**config.mk**
```make
export PLATFORM = sky130hd
export DESIGN_NAME = tftp_rx_field_seq
export DESIGN_NICKNAME = d
export VERILOG_FILES = /design/src/rtl/tftp_rx_pkg.sv /design/src/rtl/tftp_rx_field_seq.sv
export SDC_FILE = /design/constraint.sdc
export NUM_CORES = 1
export LEC_CHECK = 0
export BUFFER_PORTS_ARGS = -buffer_cell sky130_fd_sc_hd__clkbuf_2
export CORE_ASPECT_RATIO = 1.2
export CORE_UTILIZATION = 36
export CTS_BUF_LIST = sky130_fd_sc_hd__clkbuf_4 sky130_fd_sc_hd__clkbuf_8 sky130_fd_sc_hd__clkbuf_16
export CTS_CLUSTER_SIZE = 40
export DETAILED_ROUTE_END_ITERATION = 8
export PLACE_DENSITY = 0.6
export SLEW_MARGIN = 30
export SYNTH_ARGS = -nofsm -noshare
export SYNTH_HDL_FRONTEND = slang
export SYNTH_SLANG_ARGS = --single-unit
```
**constraint.sdc**
```tcl
create_clock -name clk -period 1.7 [get_ports clk]
set_input_delay 0.34 -clock clk [delete_from_list [all_inputs] [get_ports clk]]
set_output_delay 0.34 -clock clk [all_outputs]
set_load 0.05 [all_outputs]
```
**src/rtl/tftp_rx_pkg.sv**
```systemverilog
// Shared constants and state encoding for the TFTP receive path.
package tftp_rx_pkg;

  localparam logic [15:0] OP_RRQ   = 16'd1;
  localparam logic [15:0] OP_WRQ   = 16'd2;
  localparam logic [15:0] OP_DATA  = 16'd3;
  localparam logic [15:0] OP_ACK   = 16'd4;
  localparam logic [15:0] OP_ERROR = 16'd5;

  localparam int unsigned TFTP_MAX_PAYLOAD = 512;

  typedef enum logic [2:0] {
    StIdle,
    StOpLo,
    StBlkHi,
    StBlkLo,
    StPayload,
    StDrain
  } rx_state_e;

endpackage

```
**src/rtl/tftp_rx_field_seq.sv**
```systemverilog
// TFTP receive field sequencer: decodes the opcode, emits block-number and payload
// enables aligned with a registered copy of the byte, and reports packet completion.
module tftp_rx_field_seq
  import tftp_rx_pkg::*;
#(
  parameter int unsigned MAX_PAYLOAD = TFTP_MAX_PAYLOAD,
  parameter int unsigned COUNT_W     = 10
) (
  input  logic               clk,
  input  logic               reset,
  input  logic               rx_valid,
  input  logic               rx_sof,
  input  logic               rx_eof,
  input  logic [7:0]         rx_data,
  output logic [7:0]         eth_data,
  output logic               blockno_en,
  output logic               data_en,
  output logic [15:0]        opcode,
  output logic               is_data,
  output logic               is_ack,
  output logic [COUNT_W-1:0] data_count,
  output logic               pkt_done,
  output logic               pkt_last,
  output logic               pkt_err,
  output logic               busy
);

  localparam logic [COUNT_W-1:0] MaxCount = COUNT_W'(MAX_PAYLOAD);

  rx_state_e          state_q, state_d;
  logic [7:0]         eth_data_q, eth_data_d;
  logic [15:0]        opcode_q, opcode_d;
  logic [COUNT_W-1:0] count_q, count_d;
  logic               drain_err_q, drain_err_d;  // DRAIN ends in pkt_err rather than pkt_done
  logic               blockno_en_q, blockno_en_d;
  logic               data_en_q, data_en_d;
  logic               pkt_done_q, pkt_done_d;
  logic               pkt_last_q, pkt_last_d;
  logic               pkt_err_q, pkt_err_d;

  logic               end_ok;     // eof on this byte would end the packet cleanly
  logic               last_cand;  // clean end here would be the final (short) DATA block
  logic [15:0]        op_full;    // opcode as it completes with the current low byte

  // Next-state, field enables and end-of-packet pulses.
  always_comb begin
    state_d      = state_q;
    eth_data_d   = eth_data_q;
    opcode_d     = opcode_q;
    count_d      = count_q;
    drain_err_d  = drain_err_q;
    blockno_en_d = 1'b0;
    data_en_d    = 1'b0;
    pkt_done_d   = 1'b0;
    pkt_last_d   = 1'b0;
    pkt_err_d    = 1'b0;
    end_ok       = 1'b0;
    last_cand    = 1'b0;
    op_full      = {opcode_q[15:8], rx_data};

    if (rx_valid) begin
      eth_data_d = rx_data;
      if (rx_sof) begin
        // A start while busy aborts the packet in flight; this byte starts a new one.
        pkt_err_d       = (state_q != StIdle);
        opcode_d[15:8]  = rx_data;
        count_d         = '0;
        drain_err_d     = 1'b0;
        if (rx_eof) begin
          pkt_err_d = 1'b1;
          state_d   = StIdle;
        end else begin
          state_d = StOpLo;
        end
      end else if (state_q != StIdle) begin
        unique case (state_q)
          StOpLo: begin
            opcode_d[7:0] = rx_data;
            if (op_full == OP_DATA || op_full == OP_ACK) begin
              state_d = StBlkHi;
            end else begin
              state_d     = StDrain;
              drain_err_d = (op_full != OP_ERROR);
              end_ok      = (op_full == OP_ERROR);
            end
          end
          StBlkHi: begin
            blockno_en_d = 1'b1;
            state_d      = StBlkLo;
          end
          StBlkLo: begin
            blockno_en_d = 1'b1;
            end_ok       = 1'b1;
            if (opcode_q == OP_DATA) begin
              state_d   = StPayload;
              last_cand = 1'b1;
            end else begin
              // Any byte after an ACK's block number is surplus.
              state_d     = StDrain;
              drain_err_d = 1'b1;
            end
          end
          StPayload: begin
            if (count_q < MaxCount) begin
              data_en_d = 1'b1;
              count_d   = count_q + 1'b1;
              end_ok    = 1'b1;
              last_cand = (count_d < MaxCount);
            end else begin
              state_d     = StDrain;
              drain_err_d = 1'b1;
            end
          end
          StDrain: begin
            end_ok = !drain_err_q;
          end
          default: state_d = StIdle;
        endcase

        if (rx_eof) begin
          state_d = StIdle;
          if (end_ok) begin
            pkt_done_d = 1'b1;
            pkt_last_d = last_cand;
          end else begin
            pkt_err_d = 1'b1;
          end
        end
      end
    end
  end

  // State and output registers.
  always_ff @(posedge clk or negedge reset) begin
    if (!reset) begin
      state_q      <= StIdle;
      eth_data_q   <= '0;
      opcode_q     <= '0;
      count_q      <= '0;
      drain_err_q  <= 1'b0;
      blockno_en_q <= 1'b0;
      data_en_q    <= 1'b0;
      pkt_done_q   <= 1'b0;
      pkt_last_q   <= 1'b0;
      pkt_err_q    <= 1'b0;
    end else begin
      state_q      <= state_d;
      eth_data_q   <= eth_data_d;
      opcode_q     <= opcode_d;
      count_q      <= count_d;
      drain_err_q  <= drain_err_d;
      blockno_en_q <= blockno_en_d;
      data_en_q    <= data_en_d;
      pkt_done_q   <= pkt_done_d;
      pkt_last_q   <= pkt_last_d;
      pkt_err_q    <= pkt_err_d;
    end
  end

  assign eth_data   = eth_data_q;
  assign blockno_en = blockno_en_q;
  assign data_en    = data_en_q;
  assign opcode     = opcode_q;
  assign is_data    = (opcode_q == OP_DATA);
  assign is_ack     = (opcode_q == OP_ACK);
  assign data_count = count_q;
  assign pkt_done   = pkt_done_q;
  assign pkt_last   = pkt_last_q;
  assign pkt_err    = pkt_err_q;
  assign busy       = (state_q != StIdle);

endmodule

```
==> impl_metrics.csv, run 1 <==
group,metric,value,unit
worst_setup_path,cp.depth,5,
sta,tns,-1.25,ns
sta,period_share,1.28,
placed_design,placed_cell_area,2930,sq um
worst_setup_path,r2r_slack,-0.23,ns
status,violations,"hold timing, setup timing",
drt,ant_nets,0,
die,core,5740,sq um
hold_path,hold_path.class,"primary input to async pin",
yosys,synth_warnings,0,
drt,vias_per_cell,5.04,
power,leakage,1.54,nW
final_layout,fin_nets,317,
sta,period_needed,2.17,ns
clock_tree,cts_num_sinks,43,
final_layout,post-route-cell-area,3320,sq um
yosys,synth_fp_nets,206,
worst_setup_path,r2r_start,"opcode[13]",
worst_setup_path,arrival,1.83,ns
drt,firstDrtPassIters,4,
die,row_count,30,
sta,max_freq,461,MHz
yosys,syn_inst,191,
global_route,grt_max_degree,25,
die,ios,55,
drt,drtIter0Drc,62,
sta,tightest_slew,0.519,ns
die,start_util,0.379,
clock_tree,clk_pin_slew_worst_paths,0.09,ns
drt,routedWlPerCell,14.2,um
yosys,avgSynthCellArea,11.4,sq um
clock_tree,clkLatencyLatePin,0.30,ns
placed_design,pre_cts_ws,-0.206,ns
drt,vias,1931,
worst_setup_path,endpoint_kind,"output port",
clock_tree,root_buffer,"clkbuf_8",
placed_design,gp_congestion,0.767,
clock_tree,cts_tree,"built",
worst_setup_path,path_buf_inv,2,
sta,finalSetupViolations,6,
placed_design,place_hpwl,3840,um
yosys,yosysTopAreaCellShare,0.495,
yosys,ys_types,49,
placed_design,placed_cells,360,
placed_design,io_buffers,54,
worst_setup_path,worst_r2r_endpoint,"drain_err_q",
worst_setup_path,cp-start-kind,"flop",
clock_tree,numCtsBuffers,5,
sta,rsz0062_at_grt,"yes",
status,status,"finished with violations",
global_route,grt_pass1_vias,1955,
power,vdd_ir_drop_max,0.000788,V
sta,fin_ws,-0.471,ns
global_route,grt_pass1_wl,9010,um
worst_setup_path,cp.required,1.36,ns
worst_setup_path,crit_path_cell_trace,"nor4_4, nand4_1, buf_6, nor4b_4, buf_12",
drt,wl,5440,um
sta,drv_slew,0,
sta,hold_violations,1,
yosys,synthFlopType,"dfrtp_1",
power,p_per_area,1140,nW/um^2
yosys,yosysMostFrequentCell,"dfrtp_1",
worst_setup_path,path_max_fanout,3,
global_route,grt_overflow,0,
die,die_h,87.2,um
global_route,grt_use_total,0.185,
final_layout,stdcell_count,383,
worst_setup_path,crit_path_top_delay_cell,"dfrtp_2",
die,die_w,73.0,um
final_layout,layout-drive-gt1-share,0.587,
sta,hold_ws,-0.00116,ns
yosys,ys_ff_latch,43,
yosys,seq_area_frac_synth,0.495,
final_layout,areaGrowthSynthToFinish,52.4,%
sta,slew-limit-headroom,0.654,
yosys,synth_edf_count,0,
worst_setup_path,crit_path_end,"is_ack",
yosys,synthTopCellsByArea,"dfrtp_1, mux2_2, mux2_1",
worst_setup_path,crit_family,"simple AND/OR/NAND/NOR gates",
final_layout,num_antenna_cells,0,
yosys,synthArstFlopShare,1.00,
worst_setup_path,crit_type,"flop to output port",
sta,clock_skew,0.00464,ns
clock_tree,cts_hold_buffers,0,
yosys,syn_area,2180,sq um
global_route,antenna_found_initial,0,
worst_setup_path,r2r_cells,6,
yosys,yosys-top-cells-count,"dfrtp_1, mux2_2, o21ai_0",
die,dieArea,6360,sq um
yosys,yosys.area.top_type,"dfrtp_1",
clock_tree,htreeDepth,2,
drt,drc,0,
clock_tree,clk_path_buf_depth,2,
worst_setup_path,crit_path_max_incr_delay,0.43,ns
worst_setup_path,crit_start,"opcode[13]",
job,drv_cap,0,
==> cell usage in the layout, fill, tap and decap left out, types with 6 or more instances in the layout <==
cell type	instances
mux2_1	8
clkbuf_2	51
buf_6	8
buf_4	51
o2bb2ai_1	6
dfrtp_2	13
nand2_1	7
mux2_2	16
nor2_1	8
a21oi_1	8
dfrtp_1	30
==> registers in the layout, indices dropped and copies added, names as in the netlist <==
| signal | cells |
|---|---|
| drain_err_q | 1 |
| pkt_err | 1 |
| opcode | 16 |
| pkt_done | 1 |
| blockno_en | 1 |
| data_en | 1 |
| data_count | 10 |
| pkt_last | 1 |
| eth_data | 8 |
| state_q | 3 |
==> cell type report <==
| cell class | instances | area (sq um) |
|---|---|---|
| repair buffers | 114 | 803 |
| inverters | 3 | 11.3 |
| multi-input cells | 135 | 1170 |
| clock buffers | 5 | 68.8 |
| clock inverters | 3 | 67.6 |
| well taps | 80 | 100 |
| flip-flops and latches | 43 | 1090 |
| fillers | 528 | 2430 |
==> report_power, final <==
group	leakage [nW]	total (W)	internal [W]	switching, W
logic	0.942	0.00151	0.000525	0.000983
registers	0.528	0.00133	0.00120	0.000132
clock network	0.0644	0.000957	0.000586	0.000371
total	1.54	0.00379	0.00231	0.00149
==> worst min path at each step <==
stage	startpoint	endpoint	slack, ns	depth (start not counted)
floorplan	reset	blockno_en	0.04	0
global placement	reset	data_count[6]	0.34	1
detailed placement	reset	data_count[6]	0.34	1
CTS	reset	data_count[6]	0.01	1
global route	reset	data_count[9]	0.05	1
finish	reset	data_count[6]	-0.001	1
==> what timing repair did <==
item	CTS	global route
setup endpoints to repair	14	25
resized for setup	14	26
setup buffers	14	6
pin swaps	8	18
==> metrics by stage <==
step,hold WS [ns],total power [W],util
4_1_cts,0.0133,0.00380,0.556
2_1_floorplan,0.0444,0.00228,-
6_report,-0.00116,0.00379,0.577
5_1_grt,0.0495,0.00397,0.577
3_3_place_gp,0.336,0.00279,0.510
3_5_place_dp,0.339,0.00280,0.510
==> cells by family (layout without fill, tap and decap cells) <==
family / after synthesis / count (layout) / share of synthesized area
xor gates and xnor gates: 2 / 2 / 0.00805
adders and majority gates: 2 / 2 / 0.0115
buffers and inverters: 13 / 125 / 0.0241
muxes: 28 / 28 / 0.143
AOI/OAI and AO/OA: 44 / 44 / 0.136
DFF: 43 / 43 / 0.495
and+or+nand+nor: 59 / 59 / 0.182
==> worst register-to-register path, stage by stage, from the launching register on <==
cell and delay (ns):
dfrtp_2 0.43, nor4_4 0.30, buf_4 0.16, nand4_1 0.12
a211o_1 0.30, a32o_1 0.25, mux2_4 0.26
==> metal layers <==
metal / routed length (um) / up-vias / global-route usage / share of wire
met4: 65 / 0 / 0.0535 / 0.012
met3: 180 / 7 / 0.0336 / 0.033
met2: 2790 / 45 / 0.328 / 0.51
met5: 0 / - / 0 / 0
li1: - / 935 / - / -
met1: 2410 / 944 / 0.229 / 0.44
No activity file was read; power rests on OpenSTA's default activity.
==> run 2, diff against run 1 <==
--- a/config.mk
+++ b/config.mk
@@ -7,11 +7,11 @@
 export LEC_CHECK = 0
 export BUFFER_PORTS_ARGS = -buffer_cell sky130_fd_sc_hd__clkbuf_2
 export CORE_ASPECT_RATIO = 1.2
-export CORE_UTILIZATION = 36
-export CTS_BUF_LIST = sky130_fd_sc_hd__clkbuf_4 sky130_fd_sc_hd__clkbuf_8 sky130_fd_sc_hd__clkbuf_16
+export CORE_UTILIZATION = 49
+export CTS_BUF_LIST = sky130_fd_sc_hd__clkbuf_8
 export CTS_CLUSTER_SIZE = 40
 export DETAILED_ROUTE_END_ITERATION = 8
-export PLACE_DENSITY = 0.6
+export PLACE_DENSITY = 0.77
 export SLEW_MARGIN = 30
 export SYNTH_ARGS = -nofsm -noshare
 export SYNTH_HDL_FRONTEND = slang
==> run 2 against run 1 <==
Net effect:
- the flow finishes with violations (setup timing)
- global-route usage grew 5.8 points
- largest cell class unchanged
- die area shrank 26%
- sequential share of layout area grew 1.7 points
- clock skew grew 0.0055 ns
- core utilization grew 16 points
- maximum frequency shrank 1.7%
==> impl_metrics.csv, run 2 (synthesis results as in run 1) <==
group,metric,value,unit
final_layout,post-route-cell-area,3160,sq um
sta,max_freq,453,MHz
hold_path,hold_path.class,"primary input to async pin",
power,intPower,0.00215,W
sta,tns,-1.30,ns
clock_tree,clk_pin_slew_worst_paths,0.08,ns
sta,hold_violations,0,
job,drv_cap,0,
worst_setup_path,endpoint_kind,"output port",
status,violations,"setup timing",
clock_tree,htreeDepth,2,
die,dieArea,4710,sq um
clock_tree,numCtsBuffers,5,
final_layout,seq_area,1090,sq um
die,start_util,0.511,
final_layout,largest_register_ffs,16,
power,leakage,1.48,nW
sta,rsz0062_at_grt,"yes",
status,status,"finished with violations",
final_layout,num_antenna_cells,0,
sta,finalSetupViolations,4,
final_layout,fin_nets,310,
placed_design,place_hpwl,3700,um
clock_tree,cts_tree,"built",
clock_tree,clk_path_buf_depth,2,
power,sw_frac_of_total,0.409,
die,row_count,26,
final_layout,multi_input_area,1140,sq um
drt,vias,1947,
sta,slew-limit-headroom,0.639,
clock_tree,cts_num_sinks,43,
worst_setup_path,crit_type,"flop to output port",
sta,clock_skew,0.0102,ns
final_layout,areaGrowthSynthToFinish,45.0,%
power,vdd_ir_drop_max,0.000896,V
worst_setup_path,arrival,1.87,ns
clock_tree,root_buffer,"clkbuf_8",
clock_tree,clkLatencyLatePin,0.30,ns
sta,drv_slew,0,
worst_setup_path,crit_path_max_incr_delay,0.44,ns
sta,fin_ws,-0.508,ns
worst_setup_path,crit_path_cell_trace,"nor4_4, nand4_1, buf_6, nor4b_4, buf_12",
worst_setup_path,cp.required,1.36,ns
clock_tree,cts_hold_buffers,0,
final_layout,layout_commonest_cell,"clkbuf_2",
global_route,grt_use_total,0.243,
global_route,grt_pass1_wl,8780,um
drt,ant_nets,0,
die,core,4260,sq um
worst_setup_path,crit_path_top_delay_cell,"dfrtp_2",
worst_setup_path,path_max_fanout,4,
drt,firstDrtPassIters,4,
power,clkPwrFrac,0.217,
drt,drtIter0Drc,94,
final_layout,fillers,333,
die,die_w,62.8,um
final_layout,final_util,0.740,
global_route,grt_max_degree,44,
global_route,grt_pass1_vias,1893,
global_route,antenna_found_initial,0,
die,die_h,75.0,um
placed_design,gp_congestion,0.878,
drt,drc,0,
worst_setup_path,path_buf_inv,2,
drt,wl,5530,um
power,p_per_area,1150,nW/um^2
sta,tightest_slew,0.541,ns
global_route,grt_overflow,0,
worst_setup_path,crit_family,"simple AND/OR/NAND/NOR gates",
worst_setup_path,cp-start-kind,"flop",
final_layout,layout_common_cells,"clkbuf_2, buf_4, dfrtp_1",
power,combPwrFrac,0.416,
final_layout,layout-drive-gt1-share,0.557,
placed_design,io_buffers,54,
power,p_total,0.00364,W
sta,period_needed,2.21,ns
power,p_sw,0.00149,W
sta,period_share,1.30,
placed_design,placed_cell_area,2870,sq um
drt,routedWlPerCell,15.7,um
placed_design,pre_cts_ws,-0.188,ns
drt,vias_per_cell,5.53,
die,ios,55,
power,seqPwrFrac,0.368,
-- run 2: what timing repair did --
| action | CTS | global route |
|---|---|---|
| setup endpoints to repair | 6 | 17 |
| gates resized for setup | 12 | 14 |
| pin swaps | 7 | 7 |
| endpoints found under the hold margin | 0 | 0 |
| gates cloned | 0 | 0 |
| buffers inserted | 5 | 7 |
-- run 2: final timing paths --
| path | slack [ns] | startpoint | end | cells after the start |
|---|---|---|---|---|
| worst max-delay path | -0.51 | opcode[15] | is_ack | 5 |
| worst min-delay path | 0.11 | reset | data_count[7] | 2 |
| worst max register to register | -0.30 | opcode[15] | drain_err_q | 6 |
| worst min register to register | 0.52 | eth_data[0] | eth_data[0] | 1 |
| max in group asynchronous | 1.18 | reset | state_q[0] | 2 |
| min in group clk | 0.32 | rx_data[5] | opcode[5] | 2 |
-- run 2: worst reg2reg max path, stage by stage, from the launching register on --
cell and delay [ns]:
dfrtp_2 0.44, nor4_4 0.32, nand4_1 0.20, buf_4 0.18, o32a_1 0.36, o21ai_2 0.09, mux2_4 0.31
-- run 2: per-stage QoR --
stage	hold slack (ns)	cells
floorplan	0.0444	191
global placement	0.440	334
detailed placement	0.446	334
CTS	0.130	346
global route	0.147	352
finish	0.111	352
-- run 2: routing by layer --
metal / routed length (um) / track usage / vias to the layer above
met3: 177 / 0.0455 / 14
li1: - / - / 924
met4: 127 / 0.103 / 0
met2: 2970 / 0.459 / 56
met5: 0 / 0 / -
met1: 2250 / 0.273 / 953
-- run 2: power by group through the flow --
stage	sequential, W	combinational [W]	clock (W)
after global placement	0.00135	0.00142	0
final	0.00134	0.00151	0.000788
after CTS	0.00134	0.00147	0.000800
after global routing	0.00136	0.00159	0.000842
after detailed placement	0.00136	0.00144	0
after floorplan	0.00196	0.000326	0
-- run 2: area by class of cell --
type	instances	share of cell area
multi-input cells	135	0.362
well taps	56	0.0222
inverters	3	0.00357
clock inverters	3	0.0139
clock buffers	5	0.0218
repair buffers	107	0.231
flip-flops and latches	43	0.346
==> run 3, diff against run 2 <==
--- a/config.mk
+++ b/config.mk
@@ -5,7 +5,7 @@
 export SDC_FILE = /design/constraint.sdc
 export NUM_CORES = 1
 export LEC_CHECK = 0
-export BUFFER_PORTS_ARGS = -buffer_cell sky130_fd_sc_hd__clkbuf_2
+export BUFFER_PORTS_ARGS = -buffer_cell sky130_fd_sc_hd__buf_2
 export CORE_ASPECT_RATIO = 1.2
 export CORE_UTILIZATION = 49
 export CTS_BUF_LIST = sky130_fd_sc_hd__clkbuf_8
==> run 3 against run 2 <==
Net effect:
- the flow still finishes with violations (setup timing)
- count of clock-buffer cells in the layout unchanged
- sequential power about the same
- combinational power down 3%
- critical path depth unchanged
- final area down 1.8%
- sequential cell count unchanged
- first-iteration DRC count up 22%
- clock skew down 0.0030 ns
- hold slack better by 0.21 ns
- core utilization down 1.4 points
- final cell count up 0.28%
- largest cell class unchanged
==> impl_metrics.csv, run 3 (synthesis results as in run 1) <==
group,metric,value,unit
placed_design,pre_cts_ws,-0.186,ns
sta,period_needed,2.10,ns
drt,ant_nets,0,
die,die_w,62.8,um
hold_path,hold_path.class,"primary input to flop",
drt,firstDrtPassIters,4,
power,p_sw,0.00143,W
die,ios,55,
worst_setup_path,crit_type,"flop to output port",
final_layout,largest_register_ffs,16,
clock_tree,clk_pin_slew_worst_paths,0.08,ns
worst_setup_path,crit_path_cell_trace,"nor4_4, nand4_1, buf_6, nor4b_4, buf_6",
worst_setup_path,r2r_cells,6,
clock_tree,root_buffer,"clkbuf_8",
sta,rsz0062_at_grt,"yes",
status,violations,"setup timing",
drt,drtIter0Drc,115,
placed_design,io_buffers,54,
global_route,met2_usage,0.449,
final_layout,areaGrowthSynthToFinish,42.4,%
worst_setup_path,crit_top_cell,"buf_6",
final_layout,final_util,0.727,
die,die_h,75.0,um
sta,max_freq,476,MHz
hold_path,hold_path_end,"opcode[5]",
die,dieArea,4710,sq um
worst_setup_path,r2r_slack,-0.17,ns
clock_tree,numCtsBuffers,5,
global_route,busiest_layer,"met2",
power,intPower,0.00198,W
sta,drv_slew,0,
drt,wl,5420,um
sta,tightest_slew,0.449,ns
global_route,grt_use_met1,0.271,
worst_setup_path,crit_path_max_incr_delay,0.43,ns
global_route,grt_overflow,0,
worst_setup_path,worst_r2r_endpoint,"drain_err_q",
final_layout,layout-drive-gt1-share,0.529,
power,p_total,0.00341,W
sta,hold_violations,0,
global_route,antenna_found_initial,0,
worst_setup_path,r2r_start,"opcode[15]",
sta,tns,-0.854,ns
job,drv_cap,0,
power,combPwrFrac,0.427,
clock_tree,htreeDepth,2,
sta,period_share,1.24,
die,start_util,0.511,
final_layout,num_antenna_cells,0,
final_layout,fin_nets,311,
drt,vias_per_cell,5.51,
final_layout,post-route-cell-area,3100,sq um
die,core,4260,sq um
worst_setup_path,arrival,1.76,ns
worst_setup_path,crit_start,"opcode[15]",
worst_setup_path,cp.required,1.36,ns
global_route,grt_pass1_vias,1873,
global_route,grt_use_total,0.241,
die,row_count,26,
worst_setup_path,cp-start-kind,"flop",
power,sw_frac_of_total,0.420,
power,clkPwrFrac,0.175,
hold_path,min_path_cells,2,
sta,finalSetupViolations,3,
clock_tree,cts_num_sinks,43,
status,status,"finished with violations",
clock_tree,clk_path_buf_depth,2,
drt,vias,1945,
power,leakage,1.47,nW
worst_setup_path,crit_path_top_delay_cell,"dfrtp_2",
power,p_per_area,1100,nW/um^2
placed_design,placed_cell_area,2860,sq um
final_layout,layout_commonest_cell,"buf_2",
placed_design,gp_congestion,0.901,
worst_setup_path,path_max_fanout,4,
hold_path,min_from,"rx_data[5]",
global_route,grt_max_degree,26,
power,seqPwrFrac,0.398,
final_layout,layout_common_cells,"buf_2, buf_4, dfrtp_1",
clock_tree,clkLatencyLatePin,0.29,ns
worst_setup_path,endpoint_kind,"output port",
global_route,grt_pass1_wl,8650,um
power,vdd_ir_drop_max,0.000842,V
sta,clock_skew,0.00714,ns
drt,drc,0,
clock_tree,cts_tree,"built",
sta,slew-limit-headroom,0.701,
global_route,grt_use_met3,0.0439,
drt,routedWlPerCell,15.3,um
sta,fin_ws,-0.402,ns
placed_design,place_hpwl,3950,um
run 3: power groups by stage:
stage	Clock (W)	Combinational [W]	Sequential, W
floorplan	0	0.000326	0.00196
global placement	0	0.00137	0.00137
detailed placement	0	0.00139	0.00138
CTS	0.000617	0.00145	0.00136
global route	0.000651	0.00154	0.00138
finish	0.000597	0.00146	0.00136
run 3: per-layer routing:
layer | part of all wire | up-vias
li1 | - | 920
met1 | 0.40 | 944
met2 | 0.54 | 73
met3 | 0.049 | 8
met4 | 0.018 | 0
met5 | 0 | -
run 3: critical path, delay by kind of cell (launching register included):
family                 cells  cell delay, ns
DFF                        1            0.43
and+or+nand+nor            3            0.69
buffers and inverters      2            0.35
run 3: layout make-up:
class                   instances  area [sq um]
flip-flops and latches         43          1090
clock buffers                   5          68.8
fillers                       328          1160
inverters                       3          11.3
multi-input cells             135          1120
well taps                      56          70.1
clock inverters                 3          12.5
repair buffers                108           724
run 3: worst max path at each step:
stage	cells past startpoint	to	slack (ns)
after floorplan	3	is_ack	-0.44
after global placement	6	drain_err_q	-0.14
after detailed placement	6	drain_err_q	-0.19
after CTS	5	is_ack	-0.41
after global routing	5	is_ack	-0.46
final	5	is_ack	-0.40
run 3: repair_timing:
action	CTS	global route
resized for setup	16	9
hold buffers	1	0
pin swaps	4	6
gates cloned	0	0
setup endpoints to repair	6	15
hold endpoints to repair	9	0
setup buffers	5	4
run 3: stage by stage:
| stage | hold slack, ns | cells |
|---|---|---|
| finish | 0.325 | 353 |
| global route | 0.340 | 353 |
| CTS | 0.321 | 349 |
| detailed placement | 0.309 | 335 |
| global placement | 0.306 | 335 |
| floorplan | 0.0444 | 191 |
